===== src/rtl/viterbi_pkg.sv =====
// Shared constants, types and helpers for the rate-1/2 K=3 (7,5) Viterbi decoder.
package viterbi_pkg;

  localparam logic [2:0] G0 = 3'o7;
  localparam logic [2:0] G1 = 3'o5;

  // Encoder state {b[n-1], b[n-2]}
  typedef logic [1:0] state_t;

  typedef enum logic [1:0] {
    S_ACS,
    S_TRACE,
    S_HOLD
  } fsm_t;

  // Code symbol {g0,g1} emitted when bit b enters an encoder sitting in state s
  function automatic logic [1:0] exp_sym(state_t s, logic b);
    logic [2:0] taps;
    taps = {b, s};
    return {^(taps & G0), ^(taps & G1)};
  endfunction

  function automatic logic [1:0] hamming2(logic [1:0] a, logic [1:0] b);
    logic [1:0] x;
    x = a ^ b;
    return {x[1] & x[0], x[1] ^ x[0]};
  endfunction

endpackage


===== src/rtl/viterbi_k3_decoder_if.sv =====
// Symbol-in / frame-out bus of the Viterbi decoder; master drives symbols and acks.
interface viterbi_k3_decoder_if #(
  parameter int FRAME_BITS = 32,
  parameter int PM_W       = 8
) ();

  logic                  sym_valid;
  logic                  sym_ready;
  logic [1:0]            sym;
  logic                  frame_valid;
  logic                  frame_ack;
  logic [FRAME_BITS-1:0] frame_data;
  logic [PM_W-1:0]       best_metric;

  modport master (
    output sym_valid, sym, frame_ack,
    input  sym_ready, frame_valid, frame_data, best_metric
  );

  modport slave (
    input  sym_valid, sym, frame_ack,
    output sym_ready, frame_valid, frame_data, best_metric
  );

endinterface


===== src/rtl/viterbi_acs.sv =====
// One add-compare-select cell: pm_a/bm_a is the predecessor with LSB 0, which wins ties.
module viterbi_acs #(
  parameter int PM_W = 8
) (
  input  logic [PM_W-1:0] pm_a,
  input  logic [PM_W-1:0] pm_b,
  input  logic [1:0]      bm_a,
  input  logic [1:0]      bm_b,
  output logic [PM_W-1:0] pm_new,
  output logic            dec
);

  logic [PM_W-1:0] sum_a;
  logic [PM_W-1:0] sum_b;

  assign sum_a  = pm_a + PM_W'(bm_a);
  assign sum_b  = pm_b + PM_W'(bm_b);
  assign dec    = (sum_b < sum_a);
  assign pm_new = dec ? sum_b : sum_a;

endmodule


===== src/rtl/viterbi_k3_decoder.sv =====
// Hard-decision K=3 Viterbi decoder with full-frame traceback.
// Define VITERBI_TAIL_EN for zero-tailed frames (traceback from state 0).
module viterbi_k3_decoder
  import viterbi_pkg::*;
#(
  parameter int FRAME_BITS = 32,
  parameter int PM_W       = 8
) (
  input logic                 clk,
  input logic                 rst_n,
  input logic                 flush,
  viterbi_k3_decoder_if.slave bus
);

`ifdef VITERBI_TAIL_EN
  localparam int NSYM = FRAME_BITS + 2;
`else
  localparam int NSYM = FRAME_BITS;
`endif
  localparam int CNT_W = $clog2(NSYM + 1);
  localparam int IDX_W = $clog2(NSYM);
  localparam int FD_W  = $clog2(FRAME_BITS);
  localparam logic [PM_W-1:0] PM_INIT = {2'b01, {(PM_W-2){1'b0}}};

  if (PM_W < $clog2(2 * FRAME_BITS) + 2) begin : g_pm_w_check
    $error("PM_W too narrow for FRAME_BITS");
  end

  fsm_t             state, state_nxt;
  logic             alive;
  logic [PM_W-1:0]  pm     [4];
  logic [PM_W-1:0]  pm_new [4];
  logic [3:0]       dec;
  logic [3:0]       surv   [NSYM];
  logic [CNT_W-1:0] n;
  state_t           tstate;
  state_t           start_s;
  logic [PM_W-1:0]  start_pm;
  logic             sym_fire, last_sym, pm_reinit, trace_setup;

  assign bus.sym_ready   = alive && (state == S_ACS);
  assign bus.frame_valid = (state == S_HOLD);
  assign sym_fire        = bus.sym_valid && bus.sym_ready;
  assign last_sym        = sym_fire && (n == CNT_W'(NSYM - 1));
  assign pm_reinit       = flush || ((state == S_HOLD) && bus.frame_ack);
  // n parks at NSYM for one cycle after the last symbol while the start state is chosen
  assign trace_setup     = (n == CNT_W'(NSYM));

  // Successor s is entered with input bit s[1] from predecessors {s[0],0} and {s[0],1}
  for (genvar s = 0; s < 4; s++) begin : g_acs
    localparam state_t PA   = state_t'(2 * (s % 2));
    localparam state_t PB   = state_t'(2 * (s % 2) + 1);
    localparam logic   B_IN = (s >= 2);

    viterbi_acs #(.PM_W(PM_W)) u_acs (
      .pm_a   (pm[PA]),
      .pm_b   (pm[PB]),
      .bm_a   (hamming2(bus.sym, exp_sym(PA, B_IN))),
      .bm_b   (hamming2(bus.sym, exp_sym(PB, B_IN))),
      .pm_new (pm_new[s]),
      .dec    (dec[s])
    );
  end

`ifdef VITERBI_TAIL_EN
  assign start_s  = '0;
  assign start_pm = pm[0];
`else
  always_comb begin
    // NOTE: every always_comb output gets a default first, so no path can infer a latch.
    start_s  = '0;
    start_pm = pm[0];
    for (int i = 1; i < 4; i++) begin
      if (pm[i] < start_pm) begin
        start_s  = state_t'(i);
        start_pm = pm[i];
      end
    end
  end
`endif

  always_ff @(posedge clk or negedge rst_n) begin
    if (!rst_n) state <= S_ACS;
    else        state <= state_nxt;
  end

  always_comb begin
    state_nxt = state;
    unique case (state)
      S_ACS:   if (last_sym) state_nxt = S_TRACE;
      S_TRACE: if (!trace_setup && n == '0) state_nxt = S_HOLD;
      S_HOLD:  if (bus.frame_ack) state_nxt = S_ACS;
      default: state_nxt = S_ACS;
    endcase
    if (flush) state_nxt = S_ACS;
  end

  // NOTE: survivor rows carry no reset; every row is rewritten before traceback reads it.
  always_ff @(posedge clk) begin
    if (sym_fire) surv[n[IDX_W-1:0]] <= dec;
  end

  // NOTE: sequential state uses non-blocking assignments so all flops update together.
  always_ff @(posedge clk or negedge rst_n) begin
    if (!rst_n) begin
      alive           <= 1'b0;
      n               <= '0;
      tstate          <= '0;
      bus.frame_data  <= '0;
      bus.best_metric <= '0;
      for (int i = 0; i < 4; i++) pm[i] <= (i == 0) ? '0 : PM_INIT;
    end else begin
      alive <= 1'b1;
      if (pm_reinit) begin
        n <= '0;
        for (int i = 0; i < 4; i++) pm[i] <= (i == 0) ? '0 : PM_INIT;
      end else if (sym_fire) begin
        pm <= pm_new;
        n  <= n + CNT_W'(1);
      end else if (state == S_TRACE) begin
        if (trace_setup) begin
          tstate          <= start_s;
          bus.best_metric <= start_pm;
          n               <= CNT_W'(NSYM - 1);
        end else begin
          if (n < CNT_W'(FRAME_BITS)) bus.frame_data[n[FD_W-1:0]] <= tstate[1];
          tstate <= {tstate[0], surv[n[IDX_W-1:0]][tstate]};
          if (n != '0) n <= n - CNT_W'(1);
        end
      end
    end
  end

endmodule

===== src/flat_wrapper.sv =====
// flat-port wrapper written by rule: the top's interface ports become plain ports
module viterbi_k3_decoder_flat import viterbi_pkg::*;
#(
  parameter int FRAME_BITS = 32,
  parameter int PM_W       = 8
)
  (clk, rst_n, flush, bus_sym_valid, bus_sym, bus_frame_ack, bus_sym_ready, bus_frame_valid, bus_frame_data, bus_best_metric);
  viterbi_k3_decoder_if #(.FRAME_BITS(FRAME_BITS), .PM_W(PM_W)) bus_i ();
  input logic clk;
  input logic rst_n;
  input logic flush;
  input wire logic [$bits(bus_i.sym_valid)-1:0] bus_sym_valid;
  input wire logic [$bits(bus_i.sym)-1:0] bus_sym;
  input wire logic [$bits(bus_i.frame_ack)-1:0] bus_frame_ack;
  output wire logic [$bits(bus_i.sym_ready)-1:0] bus_sym_ready;
  output wire logic [$bits(bus_i.frame_valid)-1:0] bus_frame_valid;
  output wire logic [$bits(bus_i.frame_data)-1:0] bus_frame_data;
  output wire logic [$bits(bus_i.best_metric)-1:0] bus_best_metric;
  assign bus_i.sym_valid = bus_sym_valid;
  assign bus_i.sym = bus_sym;
  assign bus_i.frame_ack = bus_frame_ack;
  assign bus_sym_ready = bus_i.sym_ready;
  assign bus_frame_valid = bus_i.frame_valid;
  assign bus_frame_data = bus_i.frame_data;
  assign bus_best_metric = bus_i.best_metric;
  viterbi_k3_decoder #(.FRAME_BITS(FRAME_BITS), .PM_W(PM_W)) u_core (.clk(clk), .rst_n(rst_n), .flush(flush), .bus(bus_i));
endmodule

===== config.mk =====
export PLATFORM = sky130hd
export DESIGN_NAME = viterbi_k3_decoder_flat
export DESIGN_NICKNAME = d
export VERILOG_FILES = /design/src/rtl/viterbi_pkg.sv /design/src/rtl/viterbi_k3_decoder_if.sv /design/src/rtl/viterbi_acs.sv /design/src/rtl/viterbi_k3_decoder.sv /design/src/flat_wrapper.sv
export SDC_FILE = /design/constraint.sdc
export NUM_CORES = 1
export LEC_CHECK = 0
export ABC_AREA = 1
export BUFFER_PORTS_ARGS = -buffer_cell sky130_fd_sc_hd__buf_4
export CORE_MARGIN = 4
export CORE_UTILIZATION = 60
export CTS_CLUSTER_DIAMETER = 100
export CTS_CLUSTER_SIZE = 10
export DETAILED_ROUTE_END_ITERATION = 16
export HOLD_SLACK_MARGIN = 0.15
export PLACE_DENSITY = 0.78
export SYNTH_ARGS = -nofsm -noshare
export SYNTH_HDL_FRONTEND = slang
export SYNTH_SLANG_ARGS = --single-unit
export TNS_END_PERCENT = 5

===== constraint.sdc =====
create_clock -name clk -period 7.9 [get_ports clk]
set_clock_uncertainty 0.1 [all_clocks]
set_input_delay 0.395 -clock clk [delete_from_list [all_inputs] [get_ports clk]]
set_output_delay 0.395 -clock clk [all_outputs]
set_load 0.02 [all_outputs]

==> impl_metrics.py <==
metrics = {
    "run_status": {
        "status": "completed",
    },
    "floorplan": {
        "start_util_pct": 61.19,
        "rows": 50,
        "coreArea_um2": 18770,
        "die_h_um": 146.3,
        "dieArea_um2": 21420,
        "io_pins": 49,
        "dieWidth_um": 146.3,
    },
    "cells_and_area": {
        "fin_nets": 1375,
        "area_growth_pct": 11.19,
        "layout_commonest_cell": "nand2_1",
        "drive_gt1_share_pct": 7.951,
        "stdcell_count": 1542,
        "antennaDiodeCount": 0,
        "final_cell_mix": "nand2_1 (202), o21ai_0 (162), nor2_1 (134)",
    },
    "clock_network": {
        "cts.clk_slew.worst_paths_ns": 0.06,
        "clock-sinks": 211,
        "cts_resized": 0,
        "htreeDepth": 1,
        "numCtsBuffers": 25,
        "cts_tree": "built",
        "cts_root_buf": "clkbuf_16",
        "clk_path_buf_depth": 3,
        "clock_latency_ns": 0.52,
    },
    "synthesis": {
        "ys_seq_area_share_pct": 51.59,
        "syn_inst": 1248,
        "synth_area_leaders": "edfxtp_1 (33%), dfrtp_1 (17%), ha_1 (7.6%), o21ai_0 (7.1%), nand2_1 (6.6%)",
        "ys_types": 37,
        "synth_area_per_cell_um2": 9.202,
        "yosys.area.top_type": "edfxtp_1",
        "syn_area_um2": 11480,
        "synth_nets": 1333,
        "ys_warn_count": 0,
        "synth.top_cell.area_share_pct": 33.47,
        "synth_seq_cells": 211,
    },
    "sta": {
        "final_hold_viol_count": 0,
        "slew_viol_final": 0,
        "holdWs_ns": 0.2196,
        "grt_setup_unrepaired": "false",
        "relSlewSlack_pct": 20.87,
        "setup_viol": 0,
        "period_minus_slack_ns": 4.702,
        "tightestPinTransition_ns": 1.186,
        "fmax_ghz": 0.2127,
        "fin_crit_sh_pct": 59.52,
        "finalSetupTns_ns": 0,
    },
    "critical_path": {
        "cp.required_ns": 8.26,
        "end_kind": "register",
        "crit_path_max_incr_delay_ns": 0.50,
        "cp_cell_sequence": "inv_1 -> ha_1 -> nand2_1 -> nand2_1 -> nand2_1 -> nand2_1 -> nand2_2 -> nand2_2 -> o21ai_0 -> ha_1 -> a21oi_1 -> nor2_1 -> a211oi_1 -> nand2_4 -> o21ai_0 -> ha_1 -> a21oi_1 -> nor2_1 -> a211oi_2 -> nand2_4 -> nand2_1 -> nand3_1 -> nand2_1",
        "critical_path_class": "register to register",
        "worstPathMaxFanout": 17,
        "cp_slowest_cell": "a211oi_2",
        "critPathLaunchType": "register",
        "worst_ep_arrival_time_ns": 5.06,
        "crit_top_cell": "nand2_1",
    },
    "pwr": {
        "power_density_nw_per_um2": 451.9,
        "irDropWorstVdd_uv": 839.6,
        "finalPower_mw": 5.771,
        "p_leak_nw": 5.397,
    },
    "global_routing": {
        "overflow": 0,
        "grt_pass1_wl_um": 46910,
        "grt_antenna_before_repair": 0,
        "grt.total_usage_pct": 26.70,
        "grt_pass1_vias": 9136,
        "grt_max_degree": 72,
    },
    "routing": {
        "via_per_inst": 6.045,
        "drtIter0Drc": 723,
        "drc": 0,
        "ant_nets": 0,
        "via_count": 9321,
        "drt_first_pass_iters": 5,
        "wl_per_cell_um": 18.55,
        "drt_wl_total_um": 28600,
    },
    "place": {
        "dp_hpwl_um": 19270,
        "routabilityCongestion": 0.9403,
        "portBuffers": 48,
        "place_inst": 1495,
    },
    "min_path": {
        "hold_path_class": "input pin to register",
    },
    "job": {
        "maxCapViolCount": 0,
    },
}
[worst max-delay path: cells and delay by family (launching register included)]
kind | cells | cell delay (ns)
AND/OR/NAND/NOR | 13 | 1.25
flip-flops | 1 | 0.47
buffers and inverters | 1 | 0.12
AO/OA/AOI/OAI | 6 | 1.79
adder cells (fa/ha/maj) | 3 | 0.90
[power by group]
group	internal, mW	switching, mW	leakage, nW
combinational	0.873	2.14	2.77
sequential	1.62	0.113	2.29
clock	0.592	0.429	0.335
[timing repair]
action                    4_1_cts  5_1_grt
buffers inserted                0        0
hold buffers                    2        0
hold endpoints to repair       25        0
[stage by stage]
| step | worst slack [ns] | area, µm² | util, % |
|---|---|---|---|
| 2_1_floorplan | 3.751 | 11480 | - |
| 3_3_place_gp | 3.401 | 12040 | 64.17 |
| 3_5_place_dp | 3.246 | 12040 | 64.17 |
| 4_1_cts | 3.229 | 12770 | 68.03 |
| 5_1_grt | 2.691 | 12770 | 68.03 |
| 6_report | 3.198 | 12770 | 68.03 |
[cell type report]
type / count / area [µm²]
clock buffers: 44 / 696.9
well taps: 234 / 292.8
clock inverters: 1 / 8.758
inverters: 116 / 435.4
fillers: 1425 / 6000
repair buffers: 60 / 455.4
flip-flops and latches: 211 / 5926
multi-input cells: 876 / 4954
[state kept, by name, summed over array words and instances, names as in the netlist]
signal / flops
u_core.tstate: 2
u_core.surv: 128
u_core.state: 2
u_core.bus.best_metric: 8
u_core.alive: 1
u_core.pm: 32
u_core.n: 6
u_core.bus.frame_data: 32
[Yosys cell counts, drive strengths merged]
| cell | n |
|---|---|
| o31ai | 1 |
| a211oi | 6 |
| o21a | 4 |
| a31oi | 3 |
| buf | 6 |
| o311ai | 1 |
| nand4 | 9 |
| clkinv | 5 |
| a21oi | 53 |
| nand2 | 210 |
| a221oi | 1 |
| dfstp | 3 |
| nor3 | 38 |
| edfxtp | 128 |
| nor4 | 1 |
| nand3 | 65 |
| xor2 | 46 |
| nor2 | 137 |
| or2 | 2 |
| o211ai | 6 |
| dfrtp | 80 |
| clkbuf | 39 |
| conb | 1 |
| ha | 70 |
| inv | 111 |
| o21ai | 163 |
| o22ai | 50 |
| a21boi | 1 |
| fa | 8 |
[logic make-up (layout without fill, tap and decap cells)]
family	Yosys count	in the layout	synth area share (%)
DFF	211	211	51.59
and+or+nand+nor	462	462	16.88
buffers and inverters	161	221	5.295
other	1	1	0.03266
xor gates and xnor gates	46	46	3.508
adders and majority gates	78	78	9.022
AOI/OAI and AO/OA	289	289	13.67
[metal layers]
| layer | vias to the layer above | wire length (µm) | global-route usage (%) |
|---|---|---|---|
| li1 | 4401 | - | - |
| met1 | 4476 | 11940 | 36.01 |
| met2 | 374 | 13950 | 45.36 |
| met3 | 70 | 1869 | 3.135 |
| met4 | 0 | 837 | 8.890 |
| met5 | - | 0 | 0 |
[path summary, 6_finish.rpt]
| kind | startpoint | to | slack [ns] | cells past startpoint |
|---|---|---|---|---|
| max in group asynchronous | rst_n | u_core.n[0] | 6.35 | 3 |
| min in group asynchronous | rst_n | u_core.pm[1] | 0.24 | 2 |
| worst min-delay path | bus_frame_ack | u_core.state[1] | 0.22 | 4 |
| worst max register to register | u_core.pm[25] | u_core.tstate[0] | 3.20 | 23 |
| worst max-delay path | u_core.pm[25] | u_core.tstate[0] | 3.20 | 23 |
| worst min register to register | u_core.bus.frame_data[17] | u_core.bus.frame_data[17] | 0.38 | 2 |
(Power assumes the default switching activity.)
